## src/rtl/demux_sched16_if.sv

```systemverilog
// demux_sched16_if
// Bundles the request/grant signals of the round-robin demux scheduler.
//   en   : controller enable, driven by the requesting side
//   req  : 16 request lines, bit i belongs to requester i
//   done : current grantee releases the path
//   S    : demux select, index of the current grantee
//   E    : demux enable, high only while a grant is active
//   Y    : one-hot grant vector, Y[S] = E
//   busy : scheduler is arbitrating, granting or releasing
//   tmo  : one-cycle pulse when a grant ended purely by timeout
// The master modport is the requesting side; the slave modport is the scheduler.
interface demux_sched16_if;
  logic        en;
  logic [15:0] req;
  logic        done;
  logic [3:0]  S;
  logic        E;
  logic [15:0] Y;
  logic        busy;
  logic        tmo;

  modport master (
    output en, req, done,
    input  S, E, Y, busy, tmo
  );

  modport slave (
    input  en, req, done,
    output S, E, Y, busy, tmo
  );
endinterface

```

## src/rtl/demux_sched16.sv

```systemverilog
// demux_sched16
// Round-robin scheduler that steers one 16-way demux path to a single
// requester at a time, with a bounded grant dwell.
//   clk : single clock, rising edge
//   rst : asynchronous, active-high reset
//   bus : demux_sched16_if.slave (en/req/done in, S/E/Y/busy/tmo out)
// Every output is a register computed from the next-state logic, so the
// outputs always line up with the state they describe and no input reaches
// an output combinationally.
module demux_sched16 #(
  parameter int TIMEOUT = 8
) (
  input  logic              clk,
  input  logic              rst,
  demux_sched16_if.slave    bus
);

  typedef enum logic [1:0] {IDLE, ARB, GRANT, RELEASE} state_t;

  localparam logic [7:0] LAST_CNT = 8'(TIMEOUT - 1);

  state_t      state, state_nxt;
  logic [3:0]  ptr, ptr_nxt;
  logic [7:0]  cnt, cnt_nxt;
  logic [3:0]  sel_q, sel_nxt;
  logic        e_q, e_nxt;
  logic [15:0] y_q, y_nxt;
  logic        busy_q, busy_nxt;
  logic        tmo_q, tmo_nxt;

  logic [3:0]  win_idx;
  logic        win_found;
  logic [3:0]  scan_idx;

  logic        exit_done, exit_drop, exit_en, exit_tmo, exit_any;

  assign bus.S    = sel_q;
  assign bus.E    = e_q;
  assign bus.Y    = y_q;
  assign bus.busy = busy_q;
  assign bus.tmo  = tmo_q;

  // Round-robin search starting just after the last served index; the
  // offset 16 wraps to the pointer itself, so the previous grantee is the
  // very last candidate.
  always_comb begin
    win_idx   = ptr;
    win_found = 1'b0;
    scan_idx  = ptr;
    for (int k = 1; k <= 16; k++) begin
      scan_idx = ptr + 4'(k);
      if (!win_found && bus.req[scan_idx]) begin
        win_idx   = scan_idx;
        win_found = 1'b1;
      end
    end
  end

  // Grant exit causes; done and a dropped request outrank the timeout so
  // tmo only flags grants that were cut short purely by the dwell limit.
  always_comb begin
    exit_done = bus.done;
    exit_drop = !bus.req[sel_q];
    exit_en   = !bus.en;
    exit_tmo  = (cnt == LAST_CNT);
    exit_any  = exit_done || exit_drop || exit_en || exit_tmo;
  end

  // State register.
  always_ff @(posedge clk or posedge rst) begin
    if (rst) begin
      state <= IDLE;
    end else begin
      state <= state_nxt;
    end
  end

  // Next-state and next-output logic; outputs are derived from the state
  // being entered so they register together with it.
  always_comb begin
    state_nxt = state;
    sel_nxt   = sel_q;
    ptr_nxt   = ptr;
    cnt_nxt   = cnt;
    tmo_nxt   = 1'b0;
    case (state)
      IDLE: begin
        if (bus.en && (bus.req != 16'h0000)) begin
          state_nxt = ARB;
        end
      end
      ARB: begin
        cnt_nxt = 8'h00;
        if (bus.en && win_found) begin
          sel_nxt   = win_idx;
          state_nxt = GRANT;
        end else begin
          state_nxt = IDLE;
        end
      end
      GRANT: begin
        if (exit_any) begin
          state_nxt = RELEASE;
          tmo_nxt   = exit_tmo && !exit_done && !exit_drop && !exit_en;
        end else begin
          cnt_nxt = cnt + 8'h01;
        end
      end
      RELEASE: begin
        ptr_nxt = sel_q;
        cnt_nxt = 8'h00;
        if (bus.en && (bus.req != 16'h0000)) begin
          state_nxt = ARB;
        end else begin
          state_nxt = IDLE;
        end
      end
      default: begin
        state_nxt = IDLE;
      end
    endcase
    e_nxt    = (state_nxt == GRANT);
    y_nxt    = e_nxt ? (16'h0001 << sel_nxt) : 16'h0000;
    busy_nxt = (state_nxt != IDLE);
  end

  // Datapath and output registers. The pointer resets to 15 so the first
  // search after reset begins at index 0.
  always_ff @(posedge clk or posedge rst) begin
    if (rst) begin
      ptr    <= 4'hF;
      cnt    <= 8'h00;
      sel_q  <= 4'h0;
      e_q    <= 1'b0;
      y_q    <= 16'h0000;
      busy_q <= 1'b0;
      tmo_q  <= 1'b0;
    end else begin
      ptr    <= ptr_nxt;
      cnt    <= cnt_nxt;
      sel_q  <= sel_nxt;
      e_q    <= e_nxt;
      y_q    <= y_nxt;
      busy_q <= busy_nxt;
      tmo_q  <= tmo_nxt;
    end
  end

endmodule

```

## src/flat_wrapper.sv

```systemverilog
// flat-port wrapper written by rule: the top's interface ports become plain ports
module demux_sched16_flat 
#(
  parameter int TIMEOUT = 8
)
  (clk, rst, bus_en, bus_req, bus_done, bus_S, bus_E, bus_Y, bus_busy, bus_tmo);
  demux_sched16_if bus_i ();
  input  logic clk;
  input  logic rst;
  input wire logic [$bits(bus_i.en)-1:0] bus_en;
  input wire logic [$bits(bus_i.req)-1:0] bus_req;
  input wire logic [$bits(bus_i.done)-1:0] bus_done;
  output wire logic [$bits(bus_i.S)-1:0] bus_S;
  output wire logic [$bits(bus_i.E)-1:0] bus_E;
  output wire logic [$bits(bus_i.Y)-1:0] bus_Y;
  output wire logic [$bits(bus_i.busy)-1:0] bus_busy;
  output wire logic [$bits(bus_i.tmo)-1:0] bus_tmo;
  assign bus_i.en = bus_en;
  assign bus_i.req = bus_req;
  assign bus_i.done = bus_done;
  assign bus_S = bus_i.S;
  assign bus_E = bus_i.E;
  assign bus_Y = bus_i.Y;
  assign bus_busy = bus_i.busy;
  assign bus_tmo = bus_i.tmo;
  demux_sched16 #(.TIMEOUT(TIMEOUT)) u_core (.clk(clk), .rst(rst), .bus(bus_i));
endmodule
```

## config.mk

```make
export PLATFORM = sky130hd
export DESIGN_NAME = demux_sched16_flat
export DESIGN_NICKNAME = d
export VERILOG_FILES = /design/src/rtl/demux_sched16_if.sv /design/src/rtl/demux_sched16.sv /design/src/flat_wrapper.sv
export SDC_FILE = /design/constraint.sdc
export NUM_CORES = 1
export LEC_CHECK = 0
export BUFFER_PORTS_ARGS = -buffer_cell sky130_fd_sc_hd__buf_2
export CORE_ASPECT_RATIO = 0.8
export CORE_MARGIN = 1.5
export CORE_UTILIZATION = 35
export DETAILED_ROUTE_END_ITERATION = 7
export PLACE_DENSITY = 0.57
export SYNTH_ARGS = -nofsm -noshare
export SYNTH_HDL_FRONTEND = slang
export SYNTH_SLANG_ARGS = --single-unit
```

## constraint.sdc

```tcl
create_clock -name clk -period 6.65 [get_ports clk]
set_clock_uncertainty 0.05 [all_clocks]
set_input_delay 0.3325 -clock clk [delete_from_list [all_inputs] [get_ports clk]]
set_output_delay 0.3325 -clock clk [all_outputs]
set_load 0.01 [all_outputs]
```

==> summary.md, run 1 <==
| Metric | Value |
|---|---|
| Synth async-reset ratio | `100%` |
| Total GRT Usage | `20.8%` |
| First-pass GRT wire length | `20700 um` |
| Die height | `101 um` |
| Antenna diodes | `0` |
| Drt pass-1 iters | `5` |
| CTS tree | `built` |
| Setup ws final | `1640 ps` |
| Setup TNS | `0 ps` |
| Post-CTS Hold Buffers | `0` |
| Syn Nets | `474` |
| Critical Path Source | `u_core.ptr[0]` |
| Worst setup endpoint | `u_core.bus.Y[3]` |
| Core Footprint | `11600 um^2` |
| GRT met2 Usage | `29.6%` |
| Final Hold Viols | `0` |
| Min cycle time layout | `5010 ps` |
| Register area share after synthesis | `22.4%` |
| Reg2reg end | `u_core.bus.Y[3]` |
| Synth cell types | `70` |
| Yosys warns | `0` |
| Final-report setup violation count | `0` |
| Status | `completed` |
| Placer Congestion | `0.998` |
| Tightest Hold Check Type | `input port to asynchronous set/reset pin` |
| DR vias/cell | `6.33` |
| Area contributors post-synth | `dfrtp_1 20%, mux4_2 17%, mux2_2 5.7%` |
| Area of the mapped netlist | `4160 um^2` |
| Fill cells | `1161` |
| Final max-slew violation count | `0` |
| P&R area growth vs syn | `11.7%` |
| CP Depth | `12` |
| Routed via count | `3958` |
| Io pins | `43` |
| ANT nets after route | `0` |
| Routed len/inst | `20.8 um` |
| Reg2reg start | `u_core.ptr[0]` |
| Tcrit/Tclk final | `75.3%` |
| Busiest layer in global routing | `met1` |
| Dpl ws | `1820 ps` |
| R2R setup slack | `1640 ps` |
| DR iter-0 viols | `466` |
| Syn Inst Count | `445` |
| Multi-input combinational cell area | `3050 um^2` |
| Worst skew pair latency | `280 ps` |
| Most used cell, CP | `nor3_1` |
| CP top delay family | `compound AO/OA/AOI/OAI gates` |
| WL final | `13000 um` |
| Crit Path Max Fanout | `17` |
| Critical Path Source Type | `register` |
| TritonCTS Buffers | `5` |
| Clk root buf | `clkbuf_16` |
| Met1 GRT Util | `32.2%` |
| Crit path arrival time | `5160 ps` |
| Grt ovf | `0` |
| Layout Nets | `505` |
| Most numerous cell in the Yosys netlist | `nor2_1` |
| Placed inst area | `4460 um^2` |
| H-tree depth | `2` |
| Max cap viols | `0` |
| Slowest stage delay, CP | `900 ps` |
| R2r worst-path depth | `12` |
| PostCTS Resize Cnt | `0` |
| Hpwl dp | `9720 um` |
| Syn avg cell area | `9.36 um^2` |
| Post-CTS setup buffers | `0` |
| Top cell type by total area after synthesis | `dfrtp_1` |
| Top cells by count, synth | `44 x nor2_1, 42 x nand2_1, 33 x dfrtp_1, 32 x mux4_2` |
| Clock transition at path regs | `60 ps` |
| RSZ-0062 raised after global routing | `no` |
| Share of cells above drive strength 1 | `26.4%` |
| FP Rows | `35` |
| Crit-path cells | `inv_1 -> ha_1 -> mux2_2 -> o31ai_1 -> nor3_1 -> nor2_1 -> o2111ai_1 -> a2111oi_0 -> a311oi_1 -> a211o_1 -> o21bai_1 -> nor3_1` |
| Initial Utilization | `36.0%` |
| Remaining DRCs | `0` |
| Grt met3 use | `5.79%` |
| Largest net degree at the start of global routing | `38` |
| FF+latch count, synth | `37` |
| FF/Latch Area | `931 um^2` |
| Worst endpoint required time | `6800 ps` |
| Vias in the first global route | `3663` |
| Fmax | `200 MHz` |
| Fin area | `4650 um^2` |
| Die footprint | `12600 um^2` |
| CP Class | `register to register` |
| PortBufs | `42` |
| Clock sink total | `37` |
| Antenna violations before repair | `0` |
| Top cell type's share of synthesized area | `19.8%` |
| Least-Margin Pin Slew | `949 ps` |
| Number of synthesized flops with an enable pin | `0` |
| Worst Path Buf+Inv | `1` |
| Chip Width | `125 um` |
| Clock buffer depth | `2` |
| Synth Flop Type | `dfrtp_1` |
| Slew headroom | `36.6%` |
| Critical path endpoint category | `register` |
| Crit-path slowest cell | `ha_1` |
-- worst min path at each step --
stage	startpoint	endpoint	slack [ps]	depth (start not counted)
floorplan	u_core.cnt[7]	u_core.cnt[7]	400	1
global placement	rst	u_core.bus.Y[15]	410	3
detailed placement	rst	u_core.bus.Y[15]	410	3
CTS	rst	u_core.bus.Y[15]	110	3
global route	rst	u_core.bus.Y[15]	160	3
finish	rst	u_core.bus.Y[15]	100	3
-- routing by layer --
layer	routed length (um)	vias to the layer above
met1	6130	1927
li1	-	1780
met5	0	-
met3	1420	16
met2	5390	235
met4	83	0
-- logic make-up after synthesis --
group,share of synthesized area (%)
fa+ha+maj,2.94
compound gates,16.3
xor+xnor,3.52
simple gates,21.5
mux,29.0
flops,22.4
buf+inv,4.48
-- stage by stage --
step | cells | util, % | hold slack (ps)
after floorplan | 445 | - | 396
after global placement | 617 | 38.6 | 409
after detailed placement | 617 | 38.6 | 414
after CTS | 625 | 40.2 | 110
after global routing | 625 | 40.2 | 164
final | 625 | 40.2 | 99.5
-- layout make-up --
cell class,instances,area share (%)
clock buffer,5,2.69
clock inverter,3,1.48
inverter,15,1.21
multi-input combinational,371,65.5
sequential,37,20.0
tap,148,3.98
timing repair buffer,46,5.16
-- cell usage in the layout (no fill, tap or decap), drive strengths merged, types with 18 or more instances in the layout --
master and instances:
dfrtp 33, a21oi 19, mux4 32, buf 46, nor3 19, mux2i 22, o21ai 18, mux2 23
nand2 42, nor2 46
-- registers in the layout, summed over array words and instances, names as in the netlist --
register,cells
u_core.bus.busy,1
u_core.bus.Y,16
u_core.cnt,8
u_core.ptr,4
u_core.state,2
u_core.bus.E,1
u_core.bus.S,4
u_core.bus.tmo,1
-- worst register-to-register path, delay by kind of cell, from the launching register on --
| family | cells | cell delay, ps |
|---|---|---|
| compound gates | 6 | 2010 |
| fa+ha+maj | 1 | 910 |
| buf+inv | 1 | 240 |
| flops | 1 | 520 |
| mux | 1 | 460 |
| simple gates | 3 | 740 |
Power of run 1 is left out: the tool's default activity adds up to more than one toggle a clock period on the data nets, which glitch-free logic cannot reach.
==> run 2, diff against run 1 <==
- ABC_AREA: not set -> 1
- PLACE_DENSITY: 0.57 -> 0.59
- clock period: 6.65 -> 4.6 ns (I/O delays scaled with it)
==> run 2 against run 1 <==
Against the previous run: the flow now finishes with violations (hold timing); global-route usage down 0.32 points; maximum frequency is 23% higher; design area decreased by 8.7%; register-to-register slack worse by 1100 ps; wire length shrank 11%.
==> summary.md, run 2 <==
| Metric | Value |
|---|---|
| Final hold slack | `-2.83 ps (-102 ps)` |
| Top cell type by total area after synthesis | `dfrtp_1` |
| Top cell type's share of synthesized area | `22.2% (+2.4 points)` |
| ANT nets after route | `0 (unchanged)` |
| Tcrit/Tclk final | `88.6% (+13 points)` |
| Final Hold Viols | `2 (+2)` |
| Final max-slew violation count | `0 (unchanged)` |
| Layout Nets | `682 (+35%)` |
| Crit-path cells | `inv_4 -> ha_1 -> inv_1 -> nand3_1 -> nand3_1 -> nand2_1 -> nand2_2 -> nand2_4 -> nor2_4 -> nand4_2 -> nor2_4 -> nand4_4 -> nor2_4 -> nand4_1 -> inv_1 -> nand2_1 -> nand3_1 -> a31oi_1 -> a21oi_1 -> nand3_1 -> nor2_1` |
| Max reg flops | `16 (unchanged)` |
| Drt pass-1 iters | `5 (unchanged)` |
| First-pass GRT wire length | `18200 um (-12%)` |
| Worst endpoint required time | `4760 ps (-2040 ps)` |
| Tightest Hold Check Type | `input port to asynchronous set/reset pin` |
| Routed via count | `4074 (+2.9%)` |
| FP Rows | `33 (-5.7%)` |
| Fill cells | `1120 (-3.5%)` |
| Syn Nets | `636 (+34%)` |
| Fin area | `4250 um^2 (-8.7%)` |
| Core Footprint | `10300 um^2 (-11%)` |
| Share of cells above drive strength 1 | `16.1% (-10 points)` |
| Critical Path Source | `u_core.ptr[0]` |
| P&R area growth vs syn | `14.5%` |
| Setup TNS | `0 ps (unchanged)` |
| Critical Path Source Type | `register` |
| Most numerous cell in the Yosys netlist | `nand2_1` |
| Post-CTS setup buffers | `0 (unchanged)` |
| Critical path endpoint category | `register` |
| DR iter-0 viols | `279 (-40%)` |
| Final core utilization | `41.3% (+1.1 points)` |
| CTS tree | `built` |
| PostCTS Resize Cnt | `0 (unchanged)` |
| Syn Inst Count | `607 (+36%)` |
| Crit path arrival time | `4240 ps (-920 ps)` |
| Area contributors post-synth | `dfrtp_1 22%, nand2_1 18%, nand3_1 14%` |
| Min cycle time layout | `4070 ps (-936 ps)` |
| Crit-path slowest cell | `dfstp_2` |
| R2R setup slack | `530 ps (-1110 ps)` |
| Max cap viols | `0 (unchanged)` |
| Most frequent cells in the layout | `182 x nand2_1, 104 x nand3_1, 82 x inv_1` |
| Status | `complete, but fails checks` |
| Hpwl dp | `9170 um (-5.6%)` |
| Reg2reg start | `u_core.ptr[0]` |
| Least-Margin Pin Slew | `708 ps (-241 ps)` |
| Grt ovf | `0 (unchanged)` |
| Synth async-reset ratio | `100% (unchanged)` |
| Clock transition at path regs | `60 ps (about the same)` |
| Synth cell types | `41 (-41%)` |
| Top cells by count, synth | `182 x nand2_1, 104 x nand3_1, 82 x inv_1, 52 x nor2_1, 33 x dfrtp_1` |
| Area of the mapped netlist | `3710 um^2 (-11%)` |
| Commonest non-fill, non-tap cell in the layout | `nand2_1` |
| Fmax | `245 MHz (+23%)` |
| Vias in the first global route | `3588 (-2.0%)` |
| Placer Congestion | `0.973 (-2.6%)` |
| Failing checks | `hold timing` |
| Slew headroom | `52.3% (+16 points)` |
| Clk root buf | `clkbuf_16` |
| Dpl ws | `639 ps (-1180 ps)` |
| Setup ws final | `526 ps (-1110 ps)` |
| H-tree depth | `2 (unchanged)` |
| R2r worst-path depth | `21 (+9)` |
| Synth Flop Type | `dfrtp_1` |
| Crit Path Max Fanout | `22 (+5)` |
| CP Class | `register to register` |
| Number of synthesized flops with an enable pin | `0 (unchanged)` |
| FF/Latch Area | `931 um^2 (unchanged)` |
| WL final | `11600 um (-11%)` |
| Syn avg cell area | `6.12 um^2 (-35%)` |
| Yosys warns | `0 (unchanged)` |
| Post-CTS Hold Buffers | `0 (unchanged)` |
| Largest net degree at the start of global routing | `38 (unchanged)` |
| Slowest stage delay, CP | `550 ps (-350 ps)` |
| Routed len/inst | `14.6 um (-30%)` |
| PortBufs | `42 (unchanged)` |
| Clock sink total | `37 (unchanged)` |
| Die footprint | `11200 um^2 (-11%)` |
| DR vias/cell | `5.13 (-19%)` |
| RSZ-0062 raised after global routing | `no` |
| Total GRT Usage | `20.5% (-0.32 points)` |
| Placed inst area | `4070 um^2 (-8.6%)` |
| Register area share after synthesis | `25.1% (+2.7 points)` |
| Die height | `95.1 um (-5.4%)` |
| Clock buffer depth | `2 (unchanged)` |
| Antenna violations before repair | `0 (unchanged)` |
| Final-report setup violation count | `0 (unchanged)` |
| Initial Utilization | `36.1% (+0.10 points)` |
| FF+latch count, synth | `37 (unchanged)` |
| Remaining DRCs | `0 (unchanged)` |
| Reg2reg end | `u_core.bus.Y[10]` |
| Most used cell, CP | `nand3_1` |
| Chip Width | `118 um (-5.4%)` |
| Multi-input combinational cell area | `2360 um^2 (-23%)` |
| Worst skew pair latency | `280 ps (about the same)` |
| Io pins | `43 (unchanged)` |
| TritonCTS Buffers | `5 (unchanged)` |
| Worst setup endpoint | `u_core.bus.Y[10]` |
| Antenna diodes | `0 (unchanged)` |
run 2: cell types whose count changed in the layout (fill, tap and decap cells not counted), moves of 13 or more:
cell     delta
inv_1      +68
mux2_2     -21
mux2i_1    -21
mux4_2     -32
nand2_1   +140
nand2_2    +17
nand3_1    +91
nor3_1     -13
o21ai_0    +15
run 2: metrics by stage:
step | instances | hold slack [ps]
CTS | 794 | 13.5
finish | 794 | -2.83
floorplan | 607 | 327
global placement | 786 | 308
global route | 794 | 48.7
detailed placement | 786 | 312
run 2: cell type report:
type                       count  share of cell area [%]
clock inverter                 2                   0.883
sequential                    37                    21.9
clock buffer                   6                    3.27
inverter                      86                    7.65
tap                          140                    4.12
multi-input combinational    471                    55.5
timing repair buffer          52                    6.71
run 2: per-layer routing:
metal  up-vias  global-route usage, %  part of all wire, %
li1       2037                      -                    -
met3         8                   3.29                  6.2
met4         0                   3.96                 0.87
met5         -                      0                    0
met2       121                   31.4                   42
met1      1908                   30.4                   50
run 2: kinds of logic (layout without fill, tap and decap cells):
group	after synthesis	count (layout)	synth area share (%)
XOR/XNOR	11	11	3.20
AND/OR/NAND/NOR	392	392	48.7
buffers and inverters	99	146	11.5
flip-flops	37	37	25.1
AO/OA/AOI/OAI	59	59	8.59
adder cells (fa/ha/maj)	9	9	3.03
run 2: critical path: cells and delay by family, from the launching register on:
family                   cells  cell delay [ps]
AO/OA/AOI/OAI                2              390
adder cells (fa/ha/maj)      1              330
buffers and inverters        3              670
flip-flops                   1              550
AND/OR/NAND/NOR             15             2000
run 2: how the worst min path moves through the flow:
stage / cells past startpoint / start / endpoint
after floorplan: 2 / bus_en / u_core.bus.busy
after global placement: 3 / rst / u_core.bus.busy
after detailed placement: 3 / rst / u_core.bus.tmo
after CTS: 3 / rst / u_core.bus.Y[14]
after global routing: 3 / rst / u_core.bus.Y[14]
final: 3 / rst / u_core.bus.tmo
Power of run 2 is left out for the same reason.
==> run 3, diff against run 2 <==
- MAX_ROUTING_LAYER: not set -> met4
- PLACE_DENSITY: 0.59 -> 0.57
- REMOVE_ABC_BUFFERS: not set -> 1
- clock period: 4.6 -> 4.51 ns (I/O delays scaled with it)
==> run 3 against run 2 <==
Against the previous run: non-clock buffer count down 1; register-to-register slack worse by 140 ps; highest routed layer unchanged; sequential cell count stayed put; wire length grew 2.7%; via count increased by 0.47%; final cell count down 0.13%; worst setup slack got worse by 140 ps; the run still ends with hold timing left.
==> summary.md, run 3 (synthesis results as in run 2) <==
| Metric | Value |
|---|---|
| Placed inst area | `4070 um^2 (-0.18%)` |
| Reg2reg end | `u_core.bus.Y[8]` |
| Routed len/inst | `15.0 um (+2.8%)` |
| First-pass GRT wire length | `19000 um (+4.2%)` |
| Tightest Hold Check Type | `input port to asynchronous set/reset pin` |
| Drt pass-1 iters | `5 (unchanged)` |
| Critical Path Source | `u_core.ptr[2]` |
| Final hold slack | `-0.473 ps (+2.36 ps)` |
| Clock buffer depth | `2 (unchanged)` |
| Final-report setup violation count | `0 (unchanged)` |
| Fmax | `243 MHz (-1.1%)` |
| Total GRT Usage | `22.0% (+1.5 points)` |
| Most used cell, CP | `nand3_1` |
| Initial Utilization | `36.1% (unchanged)` |
| Final Hold Viols | `2 (unchanged)` |
| RSZ-0062 raised after global routing | `no` |
| Antenna violations before repair | `0 (unchanged)` |
| Clk root buf | `clkbuf_16` |
| Placer Congestion | `0.992 (+2.0%)` |
| Slew headroom | `45.6% (-6.7 points)` |
| FP Rows | `33 (unchanged)` |
| PortBufs | `42 (unchanged)` |
| Tcrit/Tclk final | `91.3% (+2.8 points)` |
| Clock transition at path regs | `50 ps (about the same)` |
| Slowest stage delay, CP | `730 ps (+180 ps)` |
| Final max-slew violation count | `0 (unchanged)` |
| Crit Path Max Fanout | `14 (-36%)` |
| Worst skew pair latency | `280 ps (about the same)` |
| Setup TNS | `0 ps (unchanged)` |
| Die height | `95.1 um (unchanged)` |
| Max cap viols | `0 (unchanged)` |
| DR vias/cell | `5.16 (+0.59%)` |
| TritonCTS Buffers | `5 (unchanged)` |
| Antenna diodes | `0 (unchanged)` |
| Crit-path slowest cell | `dfstp_4` |
| Die footprint | `11200 um^2 (unchanged)` |
| R2r worst-path depth | `19 (-9.5%)` |
| Crit-path cells | `inv_2 -> ha_4 -> inv_1 -> nand3_1 -> nand2_1 -> nand2_2 -> nand2_2 -> nor2_4 -> nand4_2 -> nor2_4 -> nand4_4 -> nor2_4 -> nand4_1 -> nand3_1 -> nand3_1 -> a31oi_1 -> nor2_2 -> nand3_1 -> nor2_1` |
| Layout Nets | `681 (-0.15%)` |
| CTS tree | `built` |
| Routed via count | `4093 (+0.47%)` |
| Post-CTS Hold Buffers | `0 (unchanged)` |
| Io pins | `43 (unchanged)` |
| Most frequent cells in the layout | `182 x nand2_1, 104 x nand3_1, 82 x inv_1` |
| Failing checks | `hold timing` |
| Critical Path Source Type | `register` |
| R2R setup slack | `390 ps (-140 ps)` |
| Status | `complete, but fails checks` |
| Remaining DRCs | `0 (unchanged)` |
| Hpwl dp | `9310 um (+1.6%)` |
| WL final | `11900 um (+2.7%)` |
| Min cycle time layout | `4120 ps (+45.1 ps)` |
| Commonest non-fill, non-tap cell in the layout | `nand2_1` |
| Core Footprint | `10300 um^2 (unchanged)` |
| Chip Width | `118 um (unchanged)` |
| Clock sink total | `37 (unchanged)` |
| Crit path arrival time | `4240 ps (about the same)` |
| DR iter-0 viols | `334 (+20%)` |
| Fin area | `4230 um^2 (-0.41%)` |
| P&R area growth vs syn | `14.0%` |
| Worst endpoint required time | `4630 ps (-130 ps)` |
| Share of cells above drive strength 1 | `15.9% (-0.13 points)` |
| Max reg flops | `16 (unchanged)` |
| H-tree depth | `2 (unchanged)` |
| Reg2reg start | `u_core.ptr[2]` |
| CP Class | `register to register` |
| Least-Margin Pin Slew | `808 ps (+100 ps)` |
| Critical path endpoint category | `register` |
| Vias in the first global route | `3734 (+4.1%)` |
| Largest net degree at the start of global routing | `38 (unchanged)` |
| ANT nets after route | `0 (unchanged)` |
| Grt ovf | `0 (unchanged)` |
[run 3: changes by cell type in the layout (fill, tap and decap cells not counted), sizes merged]
cell / before / now
clkbuf: 6 / 8
buf: 52 / 51
clkinvlp: 1 / 0
bufinv: 1 / 0
[run 3: stage by stage]
stage	cells	setup slack (ps)	utilization, %	hold slack [ps]
finish	793	390	41.2	-0.473
global route	793	64.9	41.2	55.2
CTS	793	280	41.0	18.6
detailed placement	785	296	39.6	317
global placement	785	279	39.6	308
floorplan	594	734	-	323
[run 3: repair_timing]
action	in CTS	in global routing
setup endpoints to repair	0	16
setup buffers	0	0
resized for setup	0	4
[run 3: how the worst max path moves through the flow]
stage / slack [ps] / depth (start not counted) / to
CTS: 280 / 20 / u_core.bus.Y[10]
detailed placement: 300 / 23 / u_core.bus.Y[12]
global placement: 280 / 24 / u_core.bus.Y[0]
floorplan: 730 / 25 / u_core.bus.Y[0]
finish: 390 / 19 / u_core.bus.Y[8]
global route: 60 / 20 / u_core.bus.Y[2]
[run 3: area by class of cell]
type / instances / area, um^2
multi-input combinational: 471 / 2370
sequential: 37 / 935
tap: 140 / 175
clock buffer: 8 / 146
timing repair buffer: 51 / 278
inverter: 86 / 325
fill: 1126 / 6050
[run 3: routing by layer]
| layer | share of wire (%) | global-route usage [%] | up-vias | wire (um) |
|---|---|---|---|---|
| li1 | - | - | 2041 | - |
| met1 | 50 | 31.8 | 1914 | 5900 |
| met2 | 42 | 31.3 | 136 | 5040 |
| met3 | 7.9 | 5.32 | 2 | 944 |
| met4 | 0.21 | 3.15 | 0 | 25 |
| met5 | 0 | - | - | 0 |
[run 3: critical path, delay by kind of cell, from the launching register on]
| kind | cells | cell delay, ps |
|---|---|---|
| buffers and inverters | 2 | 360 |
| DFF | 1 | 730 |
| AOI/OAI and AO/OA | 1 | 390 |
| and+or+nand+nor | 15 | 2090 |
| adders and majority gates | 1 | 370 |
Power of run 3 is left out for the same reason.
